## src/rtl/serial_adder.sv

```systemverilog
// Bit-serial LSB-first ripple adder: one full-add bit per clock, with a
// three-state IDLE/SHIFT/DONE controller and registered sum, carry-out and signed overflow.
module serial_adder #(
  parameter int WIDTH = 8
) (
  input  logic             clk,
  input  logic             rst_n,
  input  logic             start,
  input  logic [WIDTH-1:0] a,
  input  logic [WIDTH-1:0] b,
  input  logic             cin,
  output logic             ready,
  output logic             busy,
  output logic             done,
  output logic [WIDTH-1:0] sum,
  output logic             cout,
  output logic             ovf
);

  localparam int CNT_W = (WIDTH > 2) ? $clog2(WIDTH) : 1;
  localparam logic [CNT_W-1:0] LAST_BIT = CNT_W'(WIDTH - 1);

  typedef enum logic [1:0] {
    IDLE  = 2'd0,
    SHIFT = 2'd1,
    DONE  = 2'd2
  } state_t;

  // Full-add cell, returned as {carry, sum}.
  function automatic logic [1:0] full_add(input logic x, input logic y, input logic c);
    logic s;
    logic co;
    s  = x ^ y ^ c;
    co = (x & y) | (c & (x ^ y));
    return {co, s};
  endfunction

  state_t           state;
  logic [WIDTH-1:0] a_sr;
  logic [WIDTH-1:0] b_sr;
  logic [WIDTH-1:0] psum;
  logic             carry;
  logic [CNT_W-1:0] cnt;

  logic [1:0]       fa;
  logic             bit_s;
  logic             bit_c;
  logic [WIDTH-1:0] psum_next;

  always_comb begin
    fa        = full_add(a_sr[0], b_sr[0], carry);
    bit_s     = fa[0];
    bit_c     = fa[1];
    psum_next = {bit_s, psum[WIDTH-1:1]};
  end

  always_ff @(posedge clk or negedge rst_n) begin
    if (!rst_n) begin
      state <= IDLE;
      ready <= 1'b1;
      busy  <= 1'b0;
      done  <= 1'b0;
      a_sr  <= '0;
      b_sr  <= '0;
      psum  <= '0;
      carry <= 1'b0;
      cnt   <= '0;
      sum   <= '0;
      cout  <= 1'b0;
      ovf   <= 1'b0;
    end else begin
      case (state)
        IDLE: begin
          if (start) begin
            state <= SHIFT;
            ready <= 1'b0;
            busy  <= 1'b1;
            a_sr  <= a;
            b_sr  <= b;
            carry <= cin;
            cnt   <= '0;
            psum  <= '0;
          end
        end
        SHIFT: begin
          psum  <= psum_next;
          a_sr  <= a_sr >> 1;
          b_sr  <= b_sr >> 1;
          carry <= bit_c;
          cnt   <= cnt + 1'b1;
          // On the MSB, carry still holds the carry into bit WIDTH-1.
          if (cnt == LAST_BIT) begin
            state <= DONE;
            busy  <= 1'b0;
            done  <= 1'b1;
            cnt   <= '0;
            sum   <= psum_next;
            cout  <= bit_c;
            ovf   <= carry ^ bit_c;
          end
        end
        DONE: begin
          state <= IDLE;
          done  <= 1'b0;
          ready <= 1'b1;
        end
        default: begin
          state <= IDLE;
          ready <= 1'b1;
          busy  <= 1'b0;
          done  <= 1'b0;
        end
      endcase
    end
  end

endmodule

```

## config.mk

```make
export PLATFORM = sky130hd
export DESIGN_NAME = serial_adder
export DESIGN_NICKNAME = d
export VERILOG_FILES = /design/src/rtl/serial_adder.sv
export SDC_FILE = /design/constraint.sdc
export NUM_CORES = 1
export LEC_CHECK = 0
export BUFFER_PORTS_ARGS = -buffer_cell sky130_fd_sc_hd__buf_2
export CAP_MARGIN = 20
export CORE_AREA = 2 2 57 64
export DETAILED_ROUTE_END_ITERATION = 8
export DIE_AREA = 0 0 59 66
export PLACE_DENSITY = 0.79
export SYNTH_ARGS = -nofsm -noshare
export SYNTH_HDL_FRONTEND = slang
export SYNTH_SLANG_ARGS = --single-unit
```

## constraint.sdc

```tcl
create_clock -name clk -period 2.4 [get_ports clk]
set_clock_uncertainty 0.1 [all_clocks]
set_input_delay 0.24 -clock clk [delete_from_list [all_inputs] [get_ports clk]]
set_output_delay 0.24 -clock clk [all_outputs]
set_load 0.03 [all_outputs]
```

# == After elaboration in Yosys (flattened, before gate mapping) ==
# Index checks and enable logic that the tools add are counted.
# op_classes
add_sub_neg,1
eq_ne,5
muxes,21
bitwise_logic,9
reduce_logical,8
# op_table
cell,n
$pmux W8 S2,3
$mux W8,3
$reduce_and A2 Y1,5
$mux W3,2
$pmux W1 S2,3
$pmux W3 S2,1
$mux W1,5
$mux W2,2
$ne A2 B2 Y1 const B,2
$pmux W2 S2,1
$add A3 B1 Y3 const B,1
$eq A3 B3 Y1 const B,1
$not A1 Y1,3
$pmux W1 S3,1
$reduce_and A3 Y1,1
$xor A1 B1 Y1,3
$and A1 B1 Y1,2
$eq A2 B1 Y1 const B,1
$eq A2 B2 Y1 const B,1
$logic_not A2 Y1,1
$reduce_bool A2 Y1,1
$or A1 B1 Y1,1
# totals
ff_bits,43
in_bits,20
output_inout_bits,13
elab_cells,56

# == Longest topological paths before layout ==
# depth
word_depth,4
depth_mapped,6
depth_no_buf,5

# == Worst setup path before layout ==
# OpenSTA, ideal clock, no wires.
# synth_timing
path_type,register -> register
from,register cnt[0]
to,register sum[0]
setup_ns,0.125
arrival_time_ns,1.365
required_ns,2.175
setup_slack_ns,0.810
stages_incl_launch_ff,6
path_buffers,1
period_less_slack_ns,1.590
cell_sequence,dfrtp_1 -> ha_1 -> ha_1 -> nand3b_2 -> buf_6 -> mux2_2
# synth_via
elab_chain_cells,2
# synth_lines
element,line,rtl
start: declaration,43,logic [CNT_W-1:0] cnt;
start signal: assignment,90,cnt <= cnt + 1'b1;
$eq A3 B3 Y1,92,if (cnt == LAST_BIT) begin
$reduce_and A2 Y1 (no source line),n/a,
end signal: assignment,97,sum <= psum_next;
end: declaration,15,"output logic [WIDTH-1:0] sum,"
# Every way passes these cells.
# A chain may end at the register's enable or synchronous reset.

# == Worst setup path in the final report ==
# Same ends and word-level chain as after synthesis.

==> impl_summary.log <==
INFO  metric final.setup.worst_slack = 0.665 ns
INFO  metric crit_path_max_fanout = 12
INFO  metric worst_ep_required_time = 2.55 ns
INFO  metric synth.area.top_cells = sky130_fd_sc_hd__dfrtp_1 57%, sky130_fd_sc_hd__o22ai_1 9.7%, sky130_fd_sc_hd__mux2_2 5.6%
INFO  metric synth_seq_area_share = 58.6%
INFO  metric drive_above_1_share = between 20 and 30%
INFO  metric setup_repair_bufs_after_cts = 0
INFO  metric core_area = 3250 sq um
INFO  metric routabilityCongestion = between 0.7 and 0.8
INFO  metric synthDistinctLibCells = 26
INFO  metric clock_sink_count = 42
INFO  metric num-nets-final = 204
INFO  metric diodes = 0
INFO  metric report.final.setup_viol = 0
INFO  metric cts_repair_resize_count = 0
INFO  metric ir_drop = 692 uV
INFO  metric syn2layout_area_growth = 12.0%
INFO  metric first_pass_iters = 5
INFO  metric fin_crit = about 1.7 ns
INFO  metric worst_slew_margin_rel = 40.8%
INFO  metric critical_path.endpoint_type = register
INFO  metric synth-warning-count = 0
INFO  metric postCtsHoldBufs = 1
INFO  metric ys.flop_type = sky130_fd_sc_hd__dfrtp_1
INFO  metric post-route-util = 62.0%
INFO  metric synth-edff-count = 0
INFO  metric max-cap-violations = 0
INFO  metric clk_latency = 0.36 ns
INFO  metric clock_tree_from_tritoncts = built
INFO  metric synth.most_common_cell = sky130_fd_sc_hd__dfrtp_1
INFO  metric critPathLaunchType = register
INFO  metric ctsRootBufferMaster = sky130_fd_sc_hd__clkbuf_4
INFO  metric grt_first_pass_wirelength = 5750 um
INFO  metric worst-r2r-cell-count = 4
INFO  metric worstPathCellList = ha_1, ha_1, nand3b_2, mux2_2
INFO  metric totalWireLength = around 3400 um
INFO  metric slowest_delay = 0.42 ns
INFO  metric clockBufferDepth = 2
INFO  metric grt_max_degree = 43
INFO  metric critical_path_buf_inv_count = 0
INFO  metric dieArea = 3890 sq um
INFO  metric fmaxAchievable = 576 MHz
INFO  metric grt-ovfl-total = 0
INFO  metric first_global_vias = 1262
INFO  metric fin_setup_tns = 0 ns
INFO  metric initial_utilization = 55.3%
INFO  metric min-delay-start = b[7]
INFO  metric dp_slack = 0.682 ns
INFO  metric leakage = between 0.0009 and 0.001 uW
INFO  metric htree_num_levels = 2
INFO  metric ioPinCount = 33
INFO  metric ratio_of_routed_vias_to_standard_cells = roughly 6.1
INFO  metric drc = 0
INFO  metric syn_nets = 175
INFO  metric postRouteAntennaNets = 0
INFO  metric synth_largest_area_cell = sky130_fd_sc_hd__dfrtp_1
INFO  metric worstReg2RegEnd = sum[0]
INFO  metric ys_seq_elements = between 40 and 50
INFO  metric power.density_cell_area = around 1400 nW/um^2
INFO  metric all_layer_gr_usage = 20.1%
INFO  metric worst_hold_path.endpoint = b_sr[7]
INFO  metric worst_path_dominant_cell_family = adder cells
INFO  metric postSynthAreaPerCell = 11.8 sq um
INFO  metric worst_hold_path_type = input pin to register
INFO  metric rows = 22
INFO  metric synth-async-reset-ratio = 100%
INFO  metric dr.first_iter.drc_count = 41
INFO  metric period_share = 72.3%
INFO  metric cell_area_after_synthesis = 1800 sq um
INFO  metric numPortBuffers = 32
INFO  metric slowest_stage = sky130_fd_sc_hd__dfrtp_1
INFO  metric chipWidth = 59 um
INFO  metric detailedPlacementHpwl = between 2000 and 2500 um
INFO  metric final_max_slew_viol_count = 0
INFO  metric synth_cells = 152
INFO  metric antenna_violations_before_repair = 0
INFO  metric timing_worst_setup_path_type = register to register
INFO  metric netlist_top_cells_count = 41 x sky130_fd_sc_hd__dfrtp_1, 28 x sky130_fd_sc_hd__o22ai_1, 17 x sky130_fd_sc_hd__a21oi_1
INFO  metric dr_total_vias = approximately 1300
INFO  metric portion_of_synthesized_cell_area_occupied_by_the_leading_cell_type = 57.1%
INFO  metric cts.reportedPaths.clkPinSlew = 0.12 ns
INFO  metric final_count_of_hold_timing_violations = 0
INFO  metric outcome = finished, final reports clean
INFO  metric critical_path.reg2reg.startpoint = cnt[0]
INFO  metric path_common_cell = sky130_fd_sc_hd__ha_1
INFO  metric tritoncts_buffers = 5
INFO  metric slack_of_the_worst_reg_to_reg_path = approximately 0.66 ns
INFO  metric worstHoldPathCells = 3
INFO  metric die-height = 66 um
INFO  metric critical_path_arrival = between 1.5 and 2 ns
INFO  metric unrepaired_setup_endpoints_after_global_routing = false
INFO  metric tightest_slew = ~0.9 ns
INFO  metric wire_per_inst = 15.7 um
## per-layer routing
metal / global-route usage, % / share of wire [%] / vias up
li1: - / - / 628
met1: 25.1 / 43 / 652
met2: 31.5 / 49 / 52
met3: 6.26 / 5.6 / 8
met4: 9.38 / 2.2 / 0
met5: 0 / 0 / -
## tightest hold or removal path, stage by stage
cell and delay (ns):
sky130_fd_sc_hd__buf_2 0.10, sky130_fd_sc_hd__nand2_1 0.04, sky130_fd_sc_hd__o21ai_0 0.06
## cell families after synthesis
kind of cell,Yosys count,share of synthesized area [%]
adder cells (fa/ha/maj),3,2.51
flip-flops,42,58.6
AO/OA/AOI/OAI,63,21.9
buffers and inverters,15,5.15
AND/OR/NAND/NOR,19,5.78
XOR/XNOR,1,0.488
multiplexers,9,5.64
## per-stage QoR
| stage | cells | hold WS (ns) | instance area [sq um] | total power (uW) |
|---|---|---|---|---|
| 2_1_floorplan | 152 | -0.156 | 1800 | 2110 |
| 3_3_place_gp | 209 | 0.303 | 1920 | 2290 |
| 3_5_place_dp | 209 | 0.317 | 1920 | 2360 |
| 4_1_cts | 218 | 0.00816 | 2010 | 2800 |
| 5_1_grt | 218 | 0.00351 | 2010 | 3000 |
| 6_report | 218 | 0.00604 | 2010 | 2790 |
## sequential cells by signal, summed over array words and instances (netlist names)
signal and count:
b_sr 8, sum 8, state 2, busy 1
done 1, carry 1, psum 7, a_sr 8
cnt 3, cout 1, ready 1, ovf 1
## worst max-delay path by stage
stage / end / cells past startpoint / from / slack (ns)
4_1_cts: sum[5] / 4 / cnt[0] / 0.67
2_1_floorplan: sum[0] / 5 / cnt[0] / 0.81
3_5_place_dp: sum[5] / 4 / cnt[0] / 0.68
3_3_place_gp: cout / 4 / cnt[0] / 0.75
6_report: sum[0] / 4 / cnt[0] / 0.66
5_1_grt: sum[0] / 4 / cnt[0] / 0.57
## layout make-up
| type | instances | area [sq um] |
|---|---|---|
| fill | 266 | 1230 |
| sequential | 42 | 1050 |
| multi-input combinational | 95 | 652 |
| timing repair buffer | 33 | 170 |
| tap | 36 | 45.0 |
| clock buffer | 6 | 41.3 |
| clock inverter | 2 | 37.5 |
| inverter | 4 | 15.0 |
## power breakdown
part / leakage [uW] / internal (uW) / total [uW] / switching (uW)
Sequential: 0.000500 / 1030 / 1270 / 245
Combinational: 0.000379 / 443 / 1070 / 622
Clock: 0.0000385 / 220 / 453 / 233
## placed cells by master (no fill, tap or decap), types with 2 or more instances in the layout
| master | n |
|---|---|
| sky130_fd_sc_hd__dfrtp_1 | 41 |
| sky130_fd_sc_hd__buf_2 | 32 |
| sky130_fd_sc_hd__o22ai_1 | 28 |
| sky130_fd_sc_hd__a21oi_1 | 17 |
| sky130_fd_sc_hd__a22o_1 | 9 |
| sky130_fd_sc_hd__mux2_2 | 9 |
| sky130_fd_sc_hd__nand2_1 | 8 |
| sky130_fd_sc_hd__o21ai_0 | 6 |
| sky130_fd_sc_hd__clkbuf_4 | 5 |
| sky130_fd_sc_hd__inv_1 | 4 |
| sky130_fd_sc_hd__nand2b_1 | 4 |
| sky130_fd_sc_hd__nor2_1 | 3 |
| sky130_fd_sc_hd__ha_1 | 2 |
Power figures use the tool's default switching activity.
